===== config.mk =====
export PLATFORM = sky130hd
export DESIGN_NAME = icache_responder_flat
export DESIGN_NICKNAME = d
export VERILOG_FILES = /design/src/rtl/icache_responder_if.sv /design/src/rtl/icache_responder.sv /design/src/flat_wrapper.sv
export SDC_FILE = /design/constraint.sdc
export NUM_CORES = 2
export LEC_CHECK = 0
export CAP_MARGIN = 30
export CORE_ASPECT_RATIO = 0.8
export CORE_MARGIN = 2
export CORE_UTILIZATION = 50
export DETAILED_ROUTE_END_ITERATION = 10
export DONT_BUFFER_PORTS = 1
export GPL_ROUTABILITY_DRIVEN = 0
export GPL_TIMING_DRIVEN = 0
export PLACE_DENSITY_LB_ADDON = 0.05
export SLEW_MARGIN = 20
export SYNTH_ARGS = -nofsm -noshare
export SYNTH_HDL_FRONTEND = slang
export SYNTH_SLANG_ARGS = --single-unit

===== constraint.sdc =====
create_clock -name clk_in -period 8.7 [get_ports clk_in]
set_input_delay 1.305 -clock clk_in [delete_from_list [all_inputs] [get_ports clk_in]]
set_output_delay 1.305 -clock clk_in [all_outputs]
set_load 0.01 [all_outputs]

===== src/rtl/icache_responder_if.sv =====
// Fetch-side and memory-bus signals of the instruction cache responder.
// slave is the responder's view; master is the view of whoever drives its inputs.
interface icache_responder_if;
  logic        ask_for;
  logic [31:0] in_PC;
  logic        give_you;
  logic [31:0] give_you_ins;
  logic        flush;
  logic        mem_req;
  logic        mem_gnt;
  logic [31:0] mem_a;
  logic [7:0]  mem_byte;
  logic        mem_done;

  modport slave (
    input  ask_for, in_PC, flush, mem_gnt, mem_byte,
    output give_you, give_you_ins, mem_req, mem_a, mem_done
  );

  modport master (
    output ask_for, in_PC, flush, mem_gnt, mem_byte,
    input  give_you, give_you_ins, mem_req, mem_a, mem_done
  );
endinterface


===== src/rtl/icache_responder.sv =====
// Direct-mapped cache of 32-bit fetch windows keyed by halfword PC; misses
// read 4 bytes over the byte-wide arbiter bus, fill the entry, then respond.
module icache_responder #(
  parameter int unsigned IDX_BITS = 6
) (
  input logic              clk_in,
  input logic              rst_in,
  input logic              rdy_in,
  icache_responder_if.slave bus
);
  localparam int unsigned Entries = 1 << IDX_BITS;
  localparam int unsigned TagW    = 31 - IDX_BITS;

  typedef enum logic [2:0] {StIdle, StResp, StWaitg, StRead, StFill} state_e;

  state_e              state_q, state_d;
  logic                give_you_q, give_you_d;
  logic [31:0]         ins_q, ins_d;
  logic                mem_req_q, mem_req_d;
  logic [31:0]         mem_a_q, mem_a_d;
  logic                mem_done_q, mem_done_d;
  logic [2:0]          cnt_q, cnt_d;
  logic [31:0]         req_pc_q, req_pc_d;
  logic [31:0]         line_q, line_d;
  logic                abort_q, abort_d;
  logic [Entries-1:0]  valid_q, valid_d;

  logic [TagW-1:0]     tag_mem  [Entries];
  logic [31:0]         data_mem [Entries];

  logic [IDX_BITS-1:0] req_idx, fill_idx;
  logic [TagW-1:0]     req_tag;
  logic                hit, fill_we;

  assign req_idx  = bus.in_PC[IDX_BITS:1];
  assign req_tag  = bus.in_PC[31:IDX_BITS+1];
  assign fill_idx = req_pc_q[IDX_BITS:1];
  assign hit      = valid_q[req_idx] && (tag_mem[req_idx] == req_tag);

  always_comb begin
    state_d    = state_q;
    give_you_d = 1'b0;
    ins_d      = ins_q;
    mem_req_d  = mem_req_q;
    mem_a_d    = mem_a_q;
    mem_done_d = 1'b0;
    cnt_d      = cnt_q;
    req_pc_d   = req_pc_q;
    line_d     = line_q;
    abort_d    = abort_q;
    valid_d    = valid_q;
    fill_we    = 1'b0;
    unique case (state_q)
      StIdle: begin
        if (bus.ask_for && !bus.flush) begin
          if (hit) begin
            ins_d      = data_mem[req_idx];
            give_you_d = 1'b1;
            state_d    = StResp;
          end else begin
            req_pc_d  = bus.in_PC;
            mem_req_d = 1'b1;
            state_d   = StWaitg;
          end
        end
      end
      // The fetcher's PC moves at the end of this cycle, so ask_for is stale here.
      StResp: state_d = StIdle;
      StWaitg: begin
        if (bus.flush) begin
          mem_req_d = 1'b0;
          state_d   = StIdle;
        end else if (bus.mem_gnt) begin
          mem_a_d = req_pc_q;
          cnt_d   = 3'd0;
          abort_d = 1'b0;
          state_d = StRead;
        end
      end
      StRead: begin
        // cnt counts addresses issued; mem_byte belongs to address cnt-1.
        case (cnt_q)
          3'd1:    line_d[7:0]   = bus.mem_byte;
          3'd2:    line_d[15:8]  = bus.mem_byte;
          3'd3:    line_d[23:16] = bus.mem_byte;
          3'd4:    line_d[31:24] = bus.mem_byte;
          default: ;
        endcase
        if (cnt_q < 3'd3) mem_a_d = req_pc_q + {29'd0, cnt_q} + 32'd1;
        cnt_d = cnt_q + 3'd1;
        if (abort_q || (bus.flush && cnt_q == 3'd4)) begin
          mem_req_d  = 1'b0;
          mem_done_d = 1'b1;
          abort_d    = 1'b0;
          state_d    = StIdle;
        end else if (bus.flush) begin
          abort_d = 1'b1;
        end else if (cnt_q == 3'd4) begin
          mem_req_d  = 1'b0;
          mem_done_d = 1'b1;
          state_d    = StFill;
        end
      end
      StFill: begin
        fill_we           = 1'b1;
        valid_d[fill_idx] = 1'b1;
        ins_d             = line_q;
        if (bus.flush) begin
          state_d = StIdle;
        end else begin
          give_you_d = 1'b1;
          state_d    = StResp;
        end
      end
      default: state_d = StIdle;
    endcase
  end

  always_ff @(posedge clk_in or posedge rst_in) begin
    if (rst_in) begin
      state_q    <= StIdle;
      give_you_q <= 1'b0;
      ins_q      <= 32'd0;
      mem_req_q  <= 1'b0;
      mem_a_q    <= 32'd0;
      mem_done_q <= 1'b0;
      cnt_q      <= 3'd0;
      req_pc_q   <= 32'd0;
      line_q     <= 32'd0;
      abort_q    <= 1'b0;
      valid_q    <= '0;
    end else if (rdy_in) begin
      state_q    <= state_d;
      give_you_q <= give_you_d;
      ins_q      <= ins_d;
      mem_req_q  <= mem_req_d;
      mem_a_q    <= mem_a_d;
      mem_done_q <= mem_done_d;
      cnt_q      <= cnt_d;
      req_pc_q   <= req_pc_d;
      line_q     <= line_d;
      abort_q    <= abort_d;
      valid_q    <= valid_d;
    end
  end

  always_ff @(posedge clk_in) begin
    if (rdy_in && fill_we) begin
      tag_mem[fill_idx]  <= req_pc_q[31:IDX_BITS+1];
      data_mem[fill_idx] <= line_q;
    end
  end

  assign bus.give_you     = give_you_q;
  assign bus.give_you_ins = ins_q;
  assign bus.mem_req      = mem_req_q;
  assign bus.mem_a        = mem_a_q;
  assign bus.mem_done     = mem_done_q;
endmodule


===== src/flat_wrapper.sv =====
// flat-port wrapper written by rule: the top's interface ports become plain ports
module icache_responder_flat 
#(
  parameter int unsigned IDX_BITS = 6
)
  (clk_in, rst_in, rdy_in, bus_ask_for, bus_in_PC, bus_flush, bus_mem_gnt, bus_mem_byte, bus_give_you, bus_give_you_ins, bus_mem_req, bus_mem_a, bus_mem_done);
  icache_responder_if bus_i ();
  input logic clk_in;
  input logic rst_in;
  input logic rdy_in;
  input wire logic [$bits(bus_i.ask_for)-1:0] bus_ask_for;
  input wire logic [$bits(bus_i.in_PC)-1:0] bus_in_PC;
  input wire logic [$bits(bus_i.flush)-1:0] bus_flush;
  input wire logic [$bits(bus_i.mem_gnt)-1:0] bus_mem_gnt;
  input wire logic [$bits(bus_i.mem_byte)-1:0] bus_mem_byte;
  output wire logic [$bits(bus_i.give_you)-1:0] bus_give_you;
  output wire logic [$bits(bus_i.give_you_ins)-1:0] bus_give_you_ins;
  output wire logic [$bits(bus_i.mem_req)-1:0] bus_mem_req;
  output wire logic [$bits(bus_i.mem_a)-1:0] bus_mem_a;
  output wire logic [$bits(bus_i.mem_done)-1:0] bus_mem_done;
  assign bus_i.ask_for = bus_ask_for;
  assign bus_i.in_PC = bus_in_PC;
  assign bus_i.flush = bus_flush;
  assign bus_i.mem_gnt = bus_mem_gnt;
  assign bus_i.mem_byte = bus_mem_byte;
  assign bus_give_you = bus_i.give_you;
  assign bus_give_you_ins = bus_i.give_you_ins;
  assign bus_mem_req = bus_i.mem_req;
  assign bus_mem_a = bus_i.mem_a;
  assign bus_mem_done = bus_i.mem_done;
  icache_responder #(.IDX_BITS(IDX_BITS)) u_core (.clk_in(clk_in), .rst_in(rst_in), .rdy_in(rdy_in), .bus(bus_i));
endmodule

==> flow_summary.html <==
<table>
<tr><th>Metric</th><th>Value</th></tr>
<tr><th colspan="2">Outcome</th></tr>
<tr><td>Result of the run</td><td>finished, final reports clean</td></tr>
<tr><th colspan="2">Clock network</th></tr>
<tr><td>Root buffer cell</td><td>clkbuf_16</td></tr>
<tr><td>Gates resized, CTS repair</td><td>0</td></tr>
<tr><td>Setup Buffers After CTS</td><td>0</td></tr>
<tr><td>Clock Tree Buf Depth</td><td>4</td></tr>
<tr><td>Clock buffers created by TritonCTS</td><td>380</td></tr>
<tr><td># H-tree levels</td><td>5</td></tr>
<tr><td>Hold buffer count at CTS</td><td>0</td></tr>
<tr><td>Clock tree from TritonCTS</td><td>yes</td></tr>
<tr><td>Skew-Pair Late Insertion Delay</td><td>approximately 0.96 ns</td></tr>
<tr><td>Register clock-pin slew on the reported worst setup and hold paths</td><td>0.06 ns</td></tr>
<tr><td>Number of clock sinks seen by CTS</td><td>3850</td></tr>
<tr><th colspan="2">Logic synthesis</th></tr>
<tr><td>Library cell occupying the most area in the post-synthesis netlist</td><td>edfxtp_1</td></tr>
<tr><td>Proportion of register bits with asynchronous set or reset after synthesis</td><td>0.05247</td></tr>
<tr><td>Top cell type's share of synthesized area</td><td>0.7327</td></tr>
<tr><td>Sequential cell area fraction in the yosys report</td><td>0.7666</td></tr>
<tr><td>Cell count after synthesis</td><td>6727</td></tr>
<tr><td>Leading cell type by number of instances after synthesis</td><td>edfxtp_1</td></tr>
<tr><td>Most frequent cells after synthesis</td><td>edfxtp_1, mux4_2, mux2i_1</td></tr>
<tr><td>Post-synth cell types</td><td>85</td></tr>
<tr><td>Flip-flop and latch count after synthesis</td><td>3850</td></tr>
<tr><td>Leading register cell type out of synthesis</td><td>edfxtp_1</td></tr>
<tr><td>Biggest area contributors in the synthesized netlist</td><td>edfxtp_1, mux4_2, dfrtp_1</td></tr>
<tr><td>Syn Nets</td><td>6781</td></tr>
<tr><td>Post-Synthesis Mean Instance Area</td><td>22.22 sq um</td></tr>
<tr><td>Synth Warn #</td><td>0</td></tr>
<tr><td>Post-synth EDFFs</td><td>3648</td></tr>
<tr><td>Netlist area before placement</td><td>149500 sq um</td></tr>
<tr><th colspan="2">Detailed routing</th></tr>
<tr><td>Pre-Repair DR Iteration Count</td><td>7</td></tr>
<tr><td>Remaining antenna violation count</td><td>0</td></tr>
<tr><td>Detailed-route via count</td><td>about 83000</td></tr>
<tr><td>Drt initial violations</td><td>between 15000 and 20000</td></tr>
<tr><td>DR vias/cell</td><td>7.014</td></tr>
<tr><td>Overall routed net length</td><td>544.0 mm</td></tr>
<tr><td>Post-detailed-route DRC marker count</td><td>0</td></tr>
<tr><td>Average wire per standard cell</td><td>around 46 microns</td></tr>
<tr><th colspan="2">Power</th></tr>
<tr><td>Post-layout total power</td><td>43.73 mW</td></tr>
<tr><td>Pwr dens</td><td>between 200 and 250 nW/um^2</td></tr>
<tr><td>Peak supply drop</td><td>0.1909 mV</td></tr>
<tr><td>Leak pwr</td><td>between 60 and 70 nW</td></tr>
<tr><th colspan="2">Worst hold path</th></tr>
<tr><td>Type of the worst min-delay path</td><td>in2async</td></tr>
<tr><th colspan="2">Timing</th></tr>
<tr><td>Post-route minimum period</td><td>8.003 ns</td></tr>
<tr><td>Post-Route Skew</td><td>0.06147 ns</td></tr>
<tr><td>Max-slew violation count</td><td>0</td></tr>
<tr><td>Actual slew at the worst max-slew pin</td><td>between 1 and 1.5 ns</td></tr>
<tr><td>Setup TNS after final layout</td><td>0 ns</td></tr>
<tr><td># setup viols final</td><td>0</td></tr>
<tr><td>Unrepaired setup endpoints after global routing</td><td>false</td></tr>
<tr><td>Number of hold violations in the final report</td><td>0</td></tr>
<tr><td>Worst slew slack as a fraction of its limit</td><td>0.2355</td></tr>
<tr><td>Peak clock frequency supported by timing</td><td>125.0 MHz</td></tr>
<tr><td>Final period util</td><td>0.9199</td></tr>
<tr><th colspan="2">Setup path</th></tr>
<tr><td>Cell with the largest stage delay on the worst path</td><td>o21ai_2</td></tr>
<tr><td>Longest individual stage delay on the worst path</td><td>1.07 ns</td></tr>
<tr><td>Worst endpoint data arrival time</td><td>8.79 ns</td></tr>
<tr><td>Launching element type of the critical path</td><td>input port</td></tr>
<tr><td>Most frequent cell on the critical path</td><td>clkbuf_1</td></tr>
<tr><td>Largest delay contributor family on the critical path</td><td>buffers and inverters</td></tr>
<tr><td>Critical path, cell by cell</td><td>clkbuf_1 -&gt; buf_2 -&gt; clkbuf_1 -&gt; clkbuf_1 -&gt; nand2_1 -&gt; o22ai_1 -&gt; nor4_2 -&gt; xor2_1 -&gt; o21ai_1 -&gt; nor4_1 -&gt; nand4_1 -&gt; o21ai_2 -&gt; buf_4 -&gt; mux2_2</td></tr>
<tr><td>CP Capture Type</td><td>flip-flop</td></tr>
<tr><td>Critical-path maximum fanout</td><td>10</td></tr>
<tr><td>Critical setup path kind</td><td>in2reg</td></tr>
<tr><td>Data required time of the critical path</td><td>9.49 ns</td></tr>
<tr><td>CP bufs+invs</td><td>5</td></tr>
<tr><th colspan="2">Floorplanning</th></tr>
<tr><td>Core outline area</td><td>297400 sq um</td></tr>
<tr><td>Std-Cell Rows</td><td>179</td></tr>
<tr><td># IOs</td><td>around 110</td></tr>
<tr><td>Die footprint</td><td>303400 sq um</td></tr>
<tr><td>Initial core utilization</td><td>0.5027</td></tr>
<tr><td>Die width</td><td>615.4 microns</td></tr>
<tr><td>Die height</td><td>493.1 microns</td></tr>
<tr><th colspan="2">Final layout</th></tr>
<tr><td>Fraction of layout instances using a drive strength above 1</td><td>0.3186</td></tr>
<tr><td>Post-layout net count</td><td>7611</td></tr>
<tr><td>Synthesis-to-layout area growth</td><td>18.40%</td></tr>
<tr><td>Design Area, Final</td><td>177000 sq um</td></tr>
<tr><th colspan="2">Global routing</th></tr>
<tr><td>First-pass GRT wire length</td><td>715.3 mm</td></tr>
<tr><td>Initial antenna violation count</td><td>33</td></tr>
<tr><td>Total global routing track utilization</td><td>0.3571</td></tr>
<tr><td>Gr ovfl total</td><td>0</td></tr>
<tr><td>Largest net degree at the start of global routing</td><td>89</td></tr>
<tr><td>Vias in the first global route</td><td>between 70000 and 80000</td></tr>
<tr><th colspan="2">Job</th></tr>
<tr><td># Max-Cap Violations</td><td>0</td></tr>
<tr><th colspan="2">Placement</th></tr>
<tr><td>Cell area after placement</td><td>between 150000 and 200000 sq um</td></tr>
<tr><td>Final HPWL DP</td><td>384.4 mm</td></tr>
<tr><td>Count of buffers from port buffering</td><td>0</td></tr>
</table>
per-stage QoR:
stage / hold slack (ns) / std cells / utilization / setup WS, ns
after detailed placement: 0.4498 / 11140 / 0.5541 / 0.2218
after floorplan: 0.4337 / 6727 / - / 1.884
final: 0.2499 / 11870 / 0.5951 / 0.6969
after CTS: 0.2665 / 11820 / 0.5941 / 1.168
after global routing: 0.2789 / 11850 / 0.5950 / 1.165
after global placement: 0.4451 / 10710 / 0.5194 / -4.060
path summary, 6_finish.rpt:
check,startpoint,end,slack [ns],cells after the start
hold reg to reg,u_core.valid_q[31],u_core.valid_q[31],0.46,1
hold / removal,rst_in,u_core.valid_q[9],0.25,1
max in group asynchronous,rst_in,u_core.line_q[15],6.98,3
setup / recovery,bus_in_PC[4],u_core.req_pc_q[15],0.70,14
setup reg to reg,u_core.tag_mem[31][24],u_core.req_pc_q[15],2.61,11
min in group clk_in,u_core.valid_q[31],u_core.valid_q[31],0.46,1
cell type report:
type                       instances  area, sq um
fill                           21100       120400
timing repair buffer             448         9847
clock buffer                     519        10610
inverter                          18        75.07
antenna                           23        57.56
tap                             3982         4982
multi-input combinational       2489        33330
clock inverter                   166         1277
sequential                      3850       114700
buffer                           370         2130
sequential cells by signal (all words and copies together), names as in the netlist:
name	flops
u_core.abort_q	1
u_core.bus.give_you	1
u_core.bus.give_you_ins	32
u_core.bus.mem_a	32
u_core.bus.mem_done	1
u_core.bus.mem_req	1
u_core.cnt_q	3
u_core.data_mem	2048
u_core.line_q	32
u_core.req_pc_q	32
u_core.state_q	3
u_core.tag_mem	1600
u_core.valid_q	64
cell families after synthesis:
| group | after synthesis | share of synthesized area |
|---|---|---|
| DFF | 3850 | 0.7666 |
| muxes | 1340 | 0.1727 |
| and+or+nand+nor | 684 | 0.02384 |
| AOI/OAI and AO/OA | 409 | 0.01912 |
| buffers and inverters | 388 | 0.01426 |
| xor gates and xnor gates | 48 | 0.002812 |
| adders and majority gates | 8 | 0.0007197 |
power by group:
| group | internal [mW] | switching, mW | total, mW |
|---|---|---|---|
| combinational | 1.30 | 2.87 | 4.17 |
| clock | 9.04 | 7.09 | 16.1 |
| sequential | 22.3 | 1.16 | 23.4 |
routing by layer:
metal  wire length [microns]  GRT usage
met1                  212700     0.5310
met2                  228100     0.4929
met3                   79200     0.1199
met4                   23940     0.1308
met5                      59          0
cells in the final DEF, fill, tap and decap left out, types with 105 or more instances in the layout:
| cell type | netlist | layout |
|---|---|---|
| edfxtp_1 | 3648 | 3648 |
| mux4_2 | 984 | 984 |
| clkbuf_16 | 0 | 394 |
| mux2i_1 | 280 | 280 |
| clkbuf_1 | 147 | 202 |
| buf_12 | 2 | 198 |
| buf_16 | 0 | 188 |
| nand2_1 | 159 | 159 |
| dfrtp_1 | 202 | 145 |
| buf_2 | 104 | 118 |
| nand3_1 | 105 | 105 |
(Power assumes the default switching activity.)
